### src/rtl/mult_pkg.sv
// Shared definitions for the sequential signed multiplier: controller state
// encoding and the default operand width.
package mult_pkg;

    localparam int DEFAULT_WIDTH = 8;

    typedef enum logic [1:0] {
        IDLE   = 2'd0,
        RUN    = 2'd1,
        FINISH = 2'd2
    } state_t;

endpackage

### src/rtl/twos_abs.sv
// Combinational two's-complement magnitude. The most negative input maps to
// 2^(WIDTH-1), which still fits because the result is read as unsigned.
module twos_abs #(
    parameter int WIDTH = 8
) (
    input  logic [WIDTH-1:0] value,
    output logic [WIDTH-1:0] magnitude
);

    assign magnitude = value[WIDTH-1] ? (~value + WIDTH'(1)) : value;

endmodule

### src/rtl/seq_signed_multiplier.sv
// Shift-add signed multiplier: magnitudes are multiplied one partial product
// per cycle, and the sign is applied once in FINISH.
module seq_signed_multiplier
    import mult_pkg::*;
#(
    parameter int WIDTH = DEFAULT_WIDTH
) (
    input  logic                 clk,
    input  logic                 rst,
    input  logic                 start,
    input  logic [WIDTH-1:0]     a,
    input  logic [WIDTH-1:0]     b,
    output logic [2*WIDTH-1:0]   product,
    output logic                 negative,
    output logic                 busy,
    output logic                 done
);

    localparam int PW    = 2 * WIDTH;
    localparam int CNT_W = (WIDTH > 1) ? $clog2(WIDTH) : 1;

    state_t             state_reg, state_next;
    logic [WIDTH-1:0]   mag_a_reg, mag_a_next;
    logic [WIDTH-1:0]   mag_b_reg, mag_b_next;
    logic               sgn_reg, sgn_next;
    logic [PW-1:0]      acc_reg, acc_next;
    logic [CNT_W-1:0]   cnt_reg, cnt_next;
    logic [PW-1:0]      product_reg, product_next;
    logic               negative_reg, negative_next;
    logic               busy_reg, busy_next;
    logic               done_reg, done_next;

    logic [WIDTH-1:0]   operand   [2];
    logic [WIDTH-1:0]   magnitude [2];

    assign operand[0] = a;
    assign operand[1] = b;

    for (genvar gi = 0; gi < 2; gi++) begin : g_abs
        twos_abs #(
            .WIDTH (WIDTH)
        ) u_abs (
            .value     (operand[gi]),
            .magnitude (magnitude[gi])
        );
    end

    always_comb begin
        state_next    = state_reg;
        mag_a_next    = mag_a_reg;
        mag_b_next    = mag_b_reg;
        sgn_next      = sgn_reg;
        acc_next      = acc_reg;
        cnt_next      = cnt_reg;
        product_next  = product_reg;
        negative_next = negative_reg;
        busy_next     = busy_reg;
        done_next     = 1'b0;

        case (state_reg)
            IDLE: begin
                if (start) begin
                    mag_a_next = magnitude[0];
                    mag_b_next = magnitude[1];
                    sgn_next   = a[WIDTH-1] ^ b[WIDTH-1];
                    acc_next   = '0;
                    cnt_next   = '0;
                    busy_next  = 1'b1;
                    state_next = RUN;
                end
            end
            RUN: begin
                if (mag_b_reg[0]) begin
                    acc_next = acc_reg + (PW'(mag_a_reg) << cnt_reg);
                end
                mag_b_next = mag_b_reg >> 1;
                cnt_next   = cnt_reg + CNT_W'(1);
                if (cnt_reg == CNT_W'(WIDTH - 1)) begin
                    state_next = FINISH;
                end
            end
            FINISH: begin
                // A zero magnitude stays non-negative regardless of operand signs.
                if (sgn_reg && (acc_reg != '0)) begin
                    product_next  = ~acc_reg + PW'(1);
                    negative_next = 1'b1;
                end else begin
                    product_next  = acc_reg;
                    negative_next = 1'b0;
                end
                done_next  = 1'b1;
                busy_next  = 1'b0;
                state_next = IDLE;
            end
            default: begin
                busy_next  = 1'b0;
                state_next = IDLE;
            end
        endcase
    end

    always_ff @(posedge clk or posedge rst) begin
        if (rst) begin
            state_reg    <= IDLE;
            mag_a_reg    <= '0;
            mag_b_reg    <= '0;
            sgn_reg      <= 1'b0;
            acc_reg      <= '0;
            cnt_reg      <= '0;
            product_reg  <= '0;
            negative_reg <= 1'b0;
            busy_reg     <= 1'b0;
            done_reg     <= 1'b0;
        end else begin
            state_reg    <= state_next;
            mag_a_reg    <= mag_a_next;
            mag_b_reg    <= mag_b_next;
            sgn_reg      <= sgn_next;
            acc_reg      <= acc_next;
            cnt_reg      <= cnt_next;
            product_reg  <= product_next;
            negative_reg <= negative_next;
            busy_reg     <= busy_next;
            done_reg     <= done_next;
        end
    end

    assign product  = product_reg;
    assign negative = negative_reg;
    assign busy     = busy_reg;
    assign done     = done_reg;

endmodule

### config.mk
export PLATFORM = sky130hd
export DESIGN_NAME = seq_signed_multiplier
export DESIGN_NICKNAME = d
export VERILOG_FILES = /design/src/rtl/mult_pkg.sv /design/src/rtl/twos_abs.sv /design/src/rtl/seq_signed_multiplier.sv
export SDC_FILE = /design/constraint.sdc
export NUM_CORES = 1
export LEC_CHECK = 0
export BUFFER_PORTS_ARGS = -buffer_cell sky130_fd_sc_hd__buf_2
export CAP_MARGIN = 20
export CORE_MARGIN = 3
export CORE_UTILIZATION = 28
export CTS_CLUSTER_DIAMETER = 200
export DETAILED_ROUTE_END_ITERATION = 10
export PLACE_DENSITY_LB_ADDON = 0.3
export SETUP_SLACK_MARGIN = 0.05
export SYNTH_ARGS = -nofsm -noshare
export SYNTH_HDL_FRONTEND = slang
export SYNTH_HIERARCHICAL = 1
export SYNTH_SLANG_ARGS = --single-unit
### constraint.sdc
create_clock -name clk -period 3.7 [get_ports clk]
set_clock_uncertainty 0.2 [all_clocks]
set_input_delay 0 -clock clk [delete_from_list [all_inputs] [get_ports clk]]
set_output_delay 0 -clock clk [all_outputs]
set_load 0.01 [all_outputs]
==> run summary, run 1 <==
## Clocking
- 57 — number of clock sinks seen by CTS
- done — CTS tree
- 0.05 ns — clock-pin slew reported for the worst setup and hold paths after clock tree synthesis
- clkbuf_16 — clock root buffer
- 0.32 ns — Clk Latency, worst-skew pair
- 2 — maximum clock path buffer count
- 3 — H-tree lvl count
- 22 — Hold-fix buffers, CTS
- 0 — cells resized by post-CTS repair
- 0 — Post-CTS Repair Setup Buffers
- 9 — number of buffers added by the clock tree synthesis step

## Logic synthesis
- 453 — number of standard cells after synthesis
- dfrtp_1 — commonest register cell after synthesis
- 6 — Yosys warning total
- 0.376 — fraction of the yosys area taken by sequential cells
- 57 — number of storage elements in the synthesis netlist
- 8.37 sq um — Post-Synthesis Mean Instance Area
- 1.00 — proportion of register bits with asynchronous set or reset after synthesis
- 3790 sq um — cell area after synthesis
- 493 — post-synth net total
- 49 — number of distinct standard cells referenced by the synthesized netlist
- 0 — number of enable flip-flop cells after synthesis

## Power
- 0.425 — switching power as a share of total power
- 0.210 — Clk pwr share
- 842 nW/um^2 — pwr/cell area
- 2.10 nW — Lkg Pwr
- 0.492 — Comb pwr share
- 3.91 mW — Power, Total
- 291 uV — maximum ir drop on the vdd rail
- 0.298 — relative contribution of sequential cells to total power
- 1.66 mW — Net Switching
- 2.25 mW — Pint

## Run
- 0 — count of max-cap constraint violations

## Setup path
- 15 — largest driver fanout on the critical path
- 3.68 ns — Worst EP required
- acc_reg[13]$_DFFE_PP0P_ — capture point of the worst reg-to-reg path
- dfrtp_1 — slowest cell on the critical path
- flop — element type at the critical path end
- reg2reg — start-to-end type of the worst setup path
- cnt_reg[1]$_DFFE_PP0P_ — reg2reg start
- 12 — worst reg-to-reg path cell count
- 0.67 ns — CP peak stage delay
- mux2_2 -> nand2_1 -> o21ai_0 -> nor2_1 -> a21oi_1 -> ha_1 -> a21oi_1 -> o21ai_0 -> a221oi_1 -> o21ai_0 -> xnor2_1 -> o21ai_0 — CP Cell Sequence
- o21ai_0 — cell type with the highest occurrence count on the critical path
- 3.19 ns — arrival time of data at the critical path endpoint
- flop — Critical Path Start Type
- compound AO/OA/AOI/OAI gates — Crit path max-delay family
- 0 — Bufs and invs on worst path
- 0.49 ns — flop-to-flop setup slack

## Timing
- 0 — number of pins exceeding their max-slew limit in the final report
- 0.118 ns — Hold Slack
- 3.21 ns — minimum period implied by the final worst setup slack
- 0 ns — final setup TNS
- 312 MHz — maximum clock frequency
- 0 — number of failing setup endpoints in the final timing report
- 0.912 ns — slew at the pin closest to its max-slew limit
- 0.390 — remaining max-slew budget at the tightest pin
- 0.867 — ratio of final minimum period to clock period
- false — RSZ-0062 raised after global routing
- 0 — number of failing hold endpoints at the final stage

## Layout
- 1380 — count of fill cells added during filler insertion
- 22.6% — Area growth syn-to-layout
- nand2_1, dfrtp_1, o21ai_0 — commonest non-fill, non-tap cells in the layout
- 0.139 — fraction of final layout cells sized beyond drive strength 1
- 0.359 — utilization after layout
- 545 — net count of the finished layout
- nand2_1 — leading cell type in the layout, fill and taps excluded
- 2200 sq um — combined area of the multi-input logic cells
- 0 — antenna diode instance count
- 1430 sq um — sequential cell area
- 4650 sq um — area of all placed cells without fillers

## Routing
- 0 — Detail Route Antenna Nets
- 4 — DRT Pass-1 Iters
- 4.78 — via count normalized by instance count
- 8590 microns — total routed wirelength
- 124 — violation count after the first detailed-route iteration
- 12.6 microns — average routed wire per standard cell
- 0 — count of unresolved DRC violations after routing
- 3258 — DR vias

## Floorplanning
- 0.293 — starting density of the core
- 15000 sq um — Die Outline Area
- 122 microns — width of the die
- 38 — I/O pin count
- 122 microns — overall die height
- 41 — num rows
- 12900 sq um — placeable core area

## Global route
- 14700 microns — global-route wire length before repair
- 0 — number of antenna violations at the first check in global routing
- 36 — largest net degree at the start of global routing
- 3127 — number of global-route vias before repair
- 0.123 — total routing usage reported by global routing
- 0 — residual overflow from global routing

## Place
- 37 — Port Buffer Count
- 4110 sq um — Placed Instance Area
- 0.879 — GP Congestion
- 6430 microns — post-DP HPWL

## Outcome
- completed — outcome

## Worst hold path
- in2async — hold crit path type

==> worst max-delay path by stage <==
stage / from / endpoint / depth (start not counted)
2_1_floorplan: cnt_reg[0]$_DFFE_PP0P_ / acc_reg[14]$_DFFE_PP0P_ / 13
3_3_place_gp: cnt_reg[0]$_DFFE_PP0P_ / acc_reg[14]$_DFFE_PP0P_ / 9
3_5_place_dp: cnt_reg[1]$_DFFE_PP0P_ / acc_reg[13]$_DFFE_PP0P_ / 12
4_1_cts: cnt_reg[1]$_DFFE_PP0P_ / acc_reg[13]$_DFFE_PP0P_ / 12
5_1_grt: cnt_reg[1]$_DFFE_PP0P_ / acc_reg[13]$_DFFE_PP0P_ / 12
6_report: cnt_reg[1]$_DFFE_PP0P_ / acc_reg[13]$_DFFE_PP0P_ / 12
==> per-layer routing <==
layer	track usage	share of wire	vias up
li1	-	-	1670
met1	0.167	0.49	1512
met2	0.193	0.45	66
met3	0.0276	0.042	10
met4	0.0399	0.015	0
met5	0	0	-
==> final cells by class <==
type / count / area share
tap: 172 / 0.0463
timing repair buffer: 63 / 0.0953
sequential: 57 / 0.307
inverter: 16 / 0.0129
clock buffer: 12 / 0.0552
clock inverter: 3 / 0.00862
multi-input combinational: 358 / 0.475
==> per-stage QoR <==
stage | instances | worst slack, ns
after floorplan | 453 | 0.701
after CTS | 680 | 0.528
after global routing | 681 | 0.188
after detailed placement | 643 | 0.541
final | 681 | 0.491
after global placement | 643 | 0.639
==> cells by family (layout without fill, tap and decap cells) <==
family,after synthesis,count (layout),synth area share
mux,15,15,0.0413
xor+xnor,36,36,0.0832
buf+inv,38,94,0.0419
fa+ha+maj,21,21,0.0713
compound gates,105,105,0.168
flops,57,57,0.376
simple gates,181,181,0.218
==> synthesized netlist by cell type, types with 5 or more instances <==
library cell	n	area [sq um]
nand2_1	101	379
mux2_2	5	56.3
ha_1	20	250
mux2i_1	10	100
a22oi_1	7	52.6
xnor2_1	27	236
nor4_1	5	31.3
o22ai_1	5	31.3
a21oi_1	18	90.1
nand3_1	8	40.0
inv_1	16	60.1
dfrtp_1	57	1430
nand2b_1	10	62.6
nor2_1	28	105
o21ai_1	10	50.1
and2_1	5	31.3
o21ai_0	41	205
xor2_1	9	78.8
clkbuf_1	17	63.8
==> power by group through the flow <==
stage	Clock [mW]	Combinational, mW	Sequential [mW]
floorplan	0	1.51	1.10
global placement	0	1.90	1.17
detailed placement	0	1.91	1.18
CTS	0.843	1.94	1.17
global route	0.872	2.21	1.21
finish	0.822	1.93	1.17
==> worst register-to-register path, cell delays in order (launching register included) <==
cell	delay (ns)
dfrtp_1	0.67
mux2_2	0.41
nand2_1	0.06
o21ai_0	0.11
nor2_1	0.12
a21oi_1	0.05
ha_1	0.38
a21oi_1	0.21
o21ai_0	0.14
a221oi_1	0.31
o21ai_0	0.16
xnor2_1	0.15
o21ai_0	0.08
Power figures use the tool's default switching activity.
==> run 2: changes to the inputs <==
--- a/config.mk
+++ b/config.mk
@@ -5,6 +5,7 @@
 export SDC_FILE = /design/constraint.sdc
 export NUM_CORES = 1
 export LEC_CHECK = 0
+export ABC_AREA = 1
 export BUFFER_PORTS_ARGS = -buffer_cell sky130_fd_sc_hd__buf_2
 export CAP_MARGIN = 20
 export CORE_MARGIN = 3
@@ -12,6 +13,7 @@
 export CTS_CLUSTER_DIAMETER = 200
 export DETAILED_ROUTE_END_ITERATION = 10
 export PLACE_DENSITY_LB_ADDON = 0.3
+export RECOVER_POWER = 25
 export SETUP_SLACK_MARGIN = 0.05
 export SYNTH_ARGS = -nofsm -noshare
 export SYNTH_HDL_FRONTEND = slang
==> run summary, run 2 <==
## Logic synthesis
- nand2_1, inv_1, nand3_1, dfrtp_1, nor2_1 — most frequent cells after synthesis, was nand2_1, dfrtp_1, o21ai_0, nor2_1, xnor2_1
- dfrtp_1 — commonest register cell after synthesis, unchanged
- 6 — Yosys warning total, unchanged
- 1.00 — proportion of register bits with asynchronous set or reset after synthesis, unchanged
- 674 — post-synth net total, was 493
- 634 — number of standard cells after synthesis, was 453
- dfrtp_1, nand2_1, nand3_1 — largest cells by area after synthesis, was dfrtp_1, nand2_1, ha_1
- 4220 sq um — cell area after synthesis, was 3790 sq um
- 36 — number of distinct standard cells referenced by the synthesized netlist, was 49
- 0.338 — fraction of the yosys area taken by sequential cells, was 0.376
- 57 — number of storage elements in the synthesis netlist, unchanged
- nand2_1 — most instantiated library cell after synthesis, unchanged
- 0 — number of enable flip-flop cells after synthesis, unchanged
- 6.65 sq um — Post-Synthesis Mean Instance Area, was 8.37 sq um
- 0.338 — area share of the largest cell type after synthesis, was 0.376
- dfrtp_1 — largest area contributor in the netlist, unchanged

## Setup path
- 13 — largest driver fanout on the critical path, was 15
- acc_reg[13]$_DFFE_PP0P_ — capture point of the worst reg-to-reg path, unchanged
- cnt_reg[1]$_DFFE_PP0P_ — reg2reg start, unchanged
- 0.89 ns — flop-to-flop setup slack, was 0.49 ns
- reg2reg — start-to-end type of the worst setup path, unchanged
- 2.83 ns — arrival time of data at the critical path endpoint, was 3.19 ns
- 12 — worst reg-to-reg path cell count, unchanged
- 3.72 ns — Worst EP required, was 3.68 ns
- flop — element type at the critical path end, unchanged
- flop — Critical Path Start Type, unchanged

## Place
- 0.905 ns — worst slack after detailed placement, was 0.541 ns
- 7730 microns — post-DP HPWL, was 6430 microns
- 0.856 — GP Congestion, was 0.879
- 4560 sq um — Placed Instance Area, was 4110 sq um
- 37 — Port Buffer Count, unchanged
- 841 — placed cells, was 643

## Floorplanning
- 14600 sq um — placeable core area, was 12900 sq um
- 129 microns — overall die height, was 122 microns
- 16600 sq um — Die Outline Area, was 15000 sq um
- 0.288 — starting density of the core, was 0.293
- 44 — num rows, was 41
- 129 microns — width of the die, was 122 microns
- 38 — I/O pin count, unchanged

## Routing
- 0 — count of unresolved DRC violations after routing, unchanged
- 11.5 microns — average routed wire per standard cell, was 12.6 microns
- 0 — Detail Route Antenna Nets, unchanged
- 4043 — DR vias, was 3258
- 4.53 — via count normalized by instance count, was 4.78
- 4 — DRT Pass-1 Iters, unchanged
- 10300 microns — total routed wirelength, was 8590 microns
- 257 — violation count after the first detailed-route iteration, was 124

## Layout
- 0 — antenna diode instance count, unchanged
- 743 — net count of the finished layout, was 545
- 892 — non-filler cells, final, was 681
- 2360 sq um — combined area of the multi-input logic cells, was 2200 sq um
- 5210 sq um — area of all placed cells without fillers, was 4650 sq um
- 0.356 — utilization after layout, was 0.359
- 1430 sq um — sequential cell area, unchanged
- 0.103 — fraction of final layout cells sized beyond drive strength 1, was 0.139
- nand2_1 — leading cell type in the layout, fill and taps excluded, unchanged
- nand2_1, inv_1, nand3_1 — commonest non-fill, non-tap cells in the layout, was nand2_1, dfrtp_1, o21ai_0
- 23.5% — Area growth syn-to-layout, was 22.6%
- 1611 — count of fill cells added during filler insertion, was 1380

## Global route
- 0.175 — met1 track utilization from global routing, was 0.167
- 0.0315 — M3 GR Usage, was 0.0276
- 37 — largest net degree at the start of global routing, was 36
- 3894 — number of global-route vias before repair, was 3127
- 0 — residual overflow from global routing, unchanged
- 0 — number of antenna violations at the first check in global routing, unchanged
- 17900 microns — global-route wire length before repair, was 14700 microns
- met2 — global-route layer with the greatest usage, unchanged
- 0.219 — met2 Resource Use GR, was 0.193
- 0.133 — total routing usage reported by global routing, was 0.123

## Clocking
- 2 — maximum clock path buffer count, unchanged
- 57 — number of clock sinks seen by CTS, unchanged
- clkbuf_16 — clock root buffer, unchanged
- 0.05 ns — clock-pin slew reported for the worst setup and hold paths after clock tree synthesis, about the same
- 9 — number of buffers added by the clock tree synthesis step, unchanged
- 3 — H-tree lvl count, unchanged
- done — CTS tree, unchanged
- 0.33 ns — Clk Latency, worst-skew pair, was 0.32 ns

## Worst hold path
- 3 — WHS Path Cells
- in2reg — hold crit path type, was in2async
- start — origin of the worst min-delay path
- busy$_DFFE_PP0P_ — endpoint with the worst hold slack

## Timing
- 0.760 — ratio of final minimum period to clock period, was 0.867
- 2.81 ns — minimum period implied by the final worst setup slack, was 3.21 ns
- 0 — number of failing setup endpoints in the final timing report, unchanged
- 0 — number of pins exceeding their max-slew limit in the final report, unchanged
- 0.453 — remaining max-slew budget at the tightest pin, was 0.390
- false — RSZ-0062 raised after global routing, unchanged
- 0.889 ns — Final Worst Setup Slack, was 0.491 ns
- 0 ns — final setup TNS, unchanged
- -0.0154 ns — Hold Slack, was 0.118 ns
- 1 — number of failing hold endpoints at the final stage, was 0
- 356 MHz — maximum clock frequency, was 312 MHz
- 0.819 ns — slew at the pin closest to its max-slew limit, was 0.912 ns

## Outcome
- hold timing — violated checks
- complete, but fails checks — outcome, was completed

## Run
- 0 — count of max-cap constraint violations, unchanged

## Power
- 2.73 nW — Lkg Pwr, was 2.10 nW
- 4.20 mW — Power, Total, was 3.91 mW
- 807 nW/um^2 — pwr/cell area, was 842 nW/um^2
- 278 uV — maximum ir drop on the vdd rail, was 291 uV

==> run 2: cell types whose count changed after synthesis, moves of 6 or more <==
cell / change
clkbuf_1: -10
inv_1: +60
inv_2: +8
mux2i_1: -7
nand2_1: +128
nand2b_1: -10
nand3_1: +53
nand3b_1: +6
nand4_1: +7
nor2_1: +12
nor2_2: +10
o21ai_1: -9
xnor2_1: -24
==> run 2: worst max-delay path, cell delays in order (launching register included) <==
cell      delay [ns]
dfrtp_1         0.57
clkinv_1        0.34
o21ai_0         0.34
mux2i_1         0.15
ha_1            0.37
nand2_1         0.09
nor2_1          0.18
and2_1          0.15
nand2_1         0.07
nand2_1         0.07
nand2_1         0.05
nand3_1         0.07
nand2_1         0.05
==> run 2: cell type report <==
type,instances,share of cell area
Timing Repair Buffer,77,0.107
Clock buffer,12,0.0511
Clock inverter,4,0.00960
Inverter,85,0.0612
Multi-Input combinational cell,473,0.453
Sequential cell,57,0.274
Tap cell,184,0.0442
==> run 2: logic make-up after synthesis <==
| kind of cell | after synthesis | share of synthesized area |
|---|---|---|
| AO/OA/AOI/OAI | 66 | 0.0848 |
| XOR/XNOR | 8 | 0.0166 |
| adder cells (fa/ha/maj) | 21 | 0.0641 |
| buffers and inverters | 104 | 0.102 |
| flip-flops | 57 | 0.338 |
| multiplexers | 3 | 0.00712 |
| AND/OR/NAND/NOR | 375 | 0.387 |
==> run 2: repair_timing <==
action	in CTS	in global routing
gates resized for setup	0	0
buffers inserted	0	0
hold buffers	35	0
hold endpoints to repair	38	0
==> run 2: power by group <==
part / internal (mW) / total (mW) / switching, mW
Clock: 0.574 / 0.861 / 0.287
Sequential: 0.876 / 1.14 / 0.269
Combinational: 0.800 / 2.20 / 1.40
Total: 2.25 / 4.20 / 1.95
==> run 2: worst max path at each step <==
stage | start | end | slack, ns | cells after the start
2_1_floorplan | cnt_reg[0]$_DFFE_PP0P_ | acc_reg[12]$_DFFE_PP0P_ | 1.39 | 14
3_3_place_gp | cnt_reg[1]$_DFFE_PP0P_ | acc_reg[13]$_DFFE_PP0P_ | 0.87 | 12
3_5_place_dp | cnt_reg[1]$_DFFE_PP0P_ | acc_reg[13]$_DFFE_PP0P_ | 0.90 | 12
4_1_cts | cnt_reg[1]$_DFFE_PP0P_ | acc_reg[13]$_DFFE_PP0P_ | 0.90 | 12
5_1_grt | cnt_reg[1]$_DFFE_PP0P_ | acc_reg[9]$_DFFE_PP0P_ | 0.59 | 13
6_report | cnt_reg[1]$_DFFE_PP0P_ | acc_reg[13]$_DFFE_PP0P_ | 0.89 | 12
==> run 2: routing by layer <==
layer  vias to the layer above  part of all wire
met5                         -                 0
met4                         0            0.0099
met3                         9             0.038
met2                        65              0.46
met1                      1802              0.50
li1                       2167                 -
==> run 3: changes to the inputs <==
==> constraint.sdc (replaced) <==
create_clock -name clk -period 2.8 [get_ports clk]
set_clock_uncertainty 0.2 [all_clocks]
set_input_delay 0 -clock clk [delete_from_list [all_inputs] [get_ports clk]]
set_output_delay 0 -clock clk [all_outputs]
set_load 0.01 [all_outputs]
==> run summary, run 3 (same netlist as run 2, synthesis figures left out) <==
## Power
- 2.75 nW — Lkg Pwr, was 2.73 nW
- 0.190 — Clk pwr share, was 0.205
- 3.03 mW — Pint, was 2.25 mW
- 2.62 mW — Net Switching, was 1.95 mW
- 5.65 mW — Power, Total, was 4.20 mW
- 0.464 — switching power as a share of total power, was 0.465
- 1070 nW/um^2 — pwr/cell area, was 807 nW/um^2
- 0.551 — Comb pwr share, was 0.523
- 390 uV — maximum ir drop on the vdd rail, was 278 uV
- 0.259 — relative contribution of sequential cells to total power, was 0.272

## Timing
- 1.60 ns — slew at the pin closest to its max-slew limit, was 0.819 ns
- false — RSZ-0062 raised after global routing, unchanged
- 0 ns — final setup TNS, unchanged
- 0 — number of failing hold endpoints at the final stage, was 1
- 42 — number of pins exceeding their max-slew limit in the final report, was 0
- 386 MHz — maximum clock frequency, was 356 MHz
- 0.926 — ratio of final minimum period to clock period, was 0.760
- -0.0704 — remaining max-slew budget at the tightest pin, was 0.453
- 2.59 ns — minimum period implied by the final worst setup slack, was 2.81 ns
- 0.216 ns — Hold Slack, was -0.0154 ns
- 0 — number of failing setup endpoints in the final timing report, unchanged

## Routing
- 0 — Detail Route Antenna Nets, unchanged
- 4028 — DR vias, was 4043
- 0 — count of unresolved DRC violations after routing, unchanged
- 4.47 — via count normalized by instance count, was 4.53
- 10300 microns — total routed wirelength, about the same
- 198 — violation count after the first detailed-route iteration, was 257
- 11.4 microns — average routed wire per standard cell, was 11.5 microns
- 5 — DRT Pass-1 Iters, was 4

## Place
- 0.875 — GP Congestion, was 0.856
- 7770 microns — post-DP HPWL, was 7730 microns
- 4580 sq um — Placed Instance Area, was 4560 sq um
- 844 — placed cells, was 841
- 37 — Port Buffer Count, unchanged

## Setup path
- flop — element type at the critical path end, unchanged
- 12 — path length in cells of the critical path, unchanged
- dfrtp_2 — slowest cell on the critical path, was dfrtp_1
- 0.43 ns — CP peak stage delay, was 0.57 ns
- flop — Critical Path Start Type, unchanged
- 2.60 ns — arrival time of data at the critical path endpoint, was 2.83 ns
- buf_2 -> nand2_1 -> o21ai_0 -> o21ai_1 -> nor2_1 -> ha_1 -> or2_1 -> nand3_1 -> nand2_2 -> buf_4 -> o21ai_0 -> o21ai_0 — CP Cell Sequence, was clkinv_1 -> o21ai_0 -> mux2i_1 -> ha_1 -> nand2_1 -> nor2_1 -> and2_1 -> nand2_1 -> nand2_1 -> nand2_1 -> nand3_1 -> nand2_1
- o21ai_0 — cell type with the highest occurrence count on the critical path, was nand2_1
- compound AO/OA/AOI/OAI gates — Crit path max-delay family, was simple AND/OR/NAND/NOR gates
- reg2reg — start-to-end type of the worst setup path, unchanged
- 2 — Bufs and invs on worst path, was 1
- 2.81 ns — Worst EP required, was 3.72 ns
- 7 — largest driver fanout on the critical path, was 13
- 12 — worst reg-to-reg path cell count, unchanged

## Worst hold path
- 4 — WHS Path Cells, was 3
- in2reg — hold crit path type, unchanged

## Layout
- 901 — non-filler cells, final, was 892
- 752 — net count of the finished layout, was 743
- 0 — antenna diode instance count, unchanged
- nand2_1 — leading cell type in the layout, fill and taps excluded, unchanged
- 24.7% — Area growth syn-to-layout, was 23.5%
- nand2_1, inv_1, nand3_1 — commonest non-fill, non-tap cells in the layout, unchanged
- 0.112 — fraction of final layout cells sized beyond drive strength 1, was 0.103
- 5260 sq um — area of all placed cells without fillers, was 5210 sq um

## Outcome
- complete, but fails checks — outcome, unchanged
- capacitance limit, slew limit — violated checks, was hold timing

## Global route
- 0 — number of antenna violations at the first check in global routing, unchanged
- 42 — largest net degree at the start of global routing, was 37
- 17700 microns — global-route wire length before repair, was 17900 microns
- 0 — residual overflow from global routing, unchanged
- 0.131 — total routing usage reported by global routing, was 0.133
- 3753 — number of global-route vias before repair, was 3894

## Clocking
- 9 — number of buffers added by the clock tree synthesis step, unchanged
- 0.33 ns — Clk Latency, worst-skew pair, about the same
- 2 — maximum clock path buffer count, unchanged
- 0.05 ns — clock-pin slew reported for the worst setup and hold paths after clock tree synthesis, about the same
- done — CTS tree, unchanged
- 3 — H-tree lvl count, unchanged
- 57 — number of clock sinks seen by CTS, unchanged
- clkbuf_16 — clock root buffer, unchanged

## Floorplanning
- 38 — I/O pin count, unchanged
- 16600 sq um — Die Outline Area, unchanged
- 129 microns — overall die height, unchanged
- 44 — num rows, unchanged
- 129 microns — width of the die, unchanged
- 14600 sq um — placeable core area, unchanged
- 0.288 — starting density of the core, unchanged

## Run
- 1 — count of max-cap constraint violations, was 0

[run 3: cell count changes in the layout (fill, tap and decap cells not counted), moves of 3 or more]
cell      delta
clkbuf_1    +10
buf_4        +7
o21ai_0      -7
buf_2        -6
o21ai_1      +5
nand2_1      -3
nand2_2      +3
[run 3: layout make-up]
| cell class | count | area (sq um) |
|---|---|---|
| clock buffers | 13 | 250 |
| clock inverters | 3 | 40.0 |
| fillers | 1611 | 9380 |
| inverters | 85 | 319 |
| multi-input cells | 473 | 2380 |
| flip-flops and latches | 57 | 1430 |
| well taps | 184 | 230 |
| repair buffers | 86 | 612 |
[run 3: timing repair]
item / CTS / global route
resized for setup: 0 / 17
endpoints found under the setup margin: 0 / 12
buffers inserted: 0 / 6
endpoints found under the hold margin: 60 / 0
hold buffers: 35 / 0
[run 3: routing by layer]
| layer | global-route usage | share of wire |
|---|---|---|
| met1 | 0.176 | 0.50 |
| met2 | 0.212 | 0.44 |
| met3 | 0.0266 | 0.040 |
| met4 | 0.0389 | 0.014 |
| met5 | 0 | 0 |
[run 3: path summary, 6_finish.rpt]
check                                       startpoint                       end  slack (ns)
worst max-delay path            cnt_reg[0]$_DFFE_PP0P_    acc_reg[5]$_DFFE_PP0P_        0.21
worst min-delay path                              a[0]  mag_a_reg[0]$_DFFE_PP0P_        0.22
worst max register to register  cnt_reg[0]$_DFFE_PP0P_    acc_reg[5]$_DFFE_PP0P_        0.21
worst min register to register  product[6]$_DFFE_PP0P_    product[6]$_DFFE_PP0P_        0.27
max in group asynchronous                          rst    cnt_reg[0]$_DFFE_PP0P_        0.83
min in group asynchronous                          rst          busy$_DFFE_PP0P_        0.51
[run 3: power by group through the flow]
stage,registers [mW],logic [mW],clock network (mW)
5_1_grt,1.51,3.62,1.13
3_3_place_gp,1.48,2.95,0
4_1_cts,1.47,3.01,1.10
3_5_place_dp,1.48,2.95,0
6_report,1.46,3.11,1.07
2_1_floorplan,1.43,2.25,0
[run 3: worst reg2reg max path: stages (launching register included)]
cell     delay (ns)
dfrtp_2        0.43
buf_2          0.18
nand2_1        0.07
o21ai_0        0.11
o21ai_1        0.23
nor2_1         0.08
ha_1           0.34
or2_1          0.26
nand3_1        0.10
nand2_2        0.08
buf_4          0.14
o21ai_0        0.15
o21ai_0        0.11
[run 3: stage by stage]
stage | setup WS, ns | util
finish | 0.208 | 0.359
global route | 0.0490 | 0.359
global placement | 0.188 | 0.313
floorplan | 0.491 | -
CTS | 0.134 | 0.357
detailed placement | 0.146 | 0.313
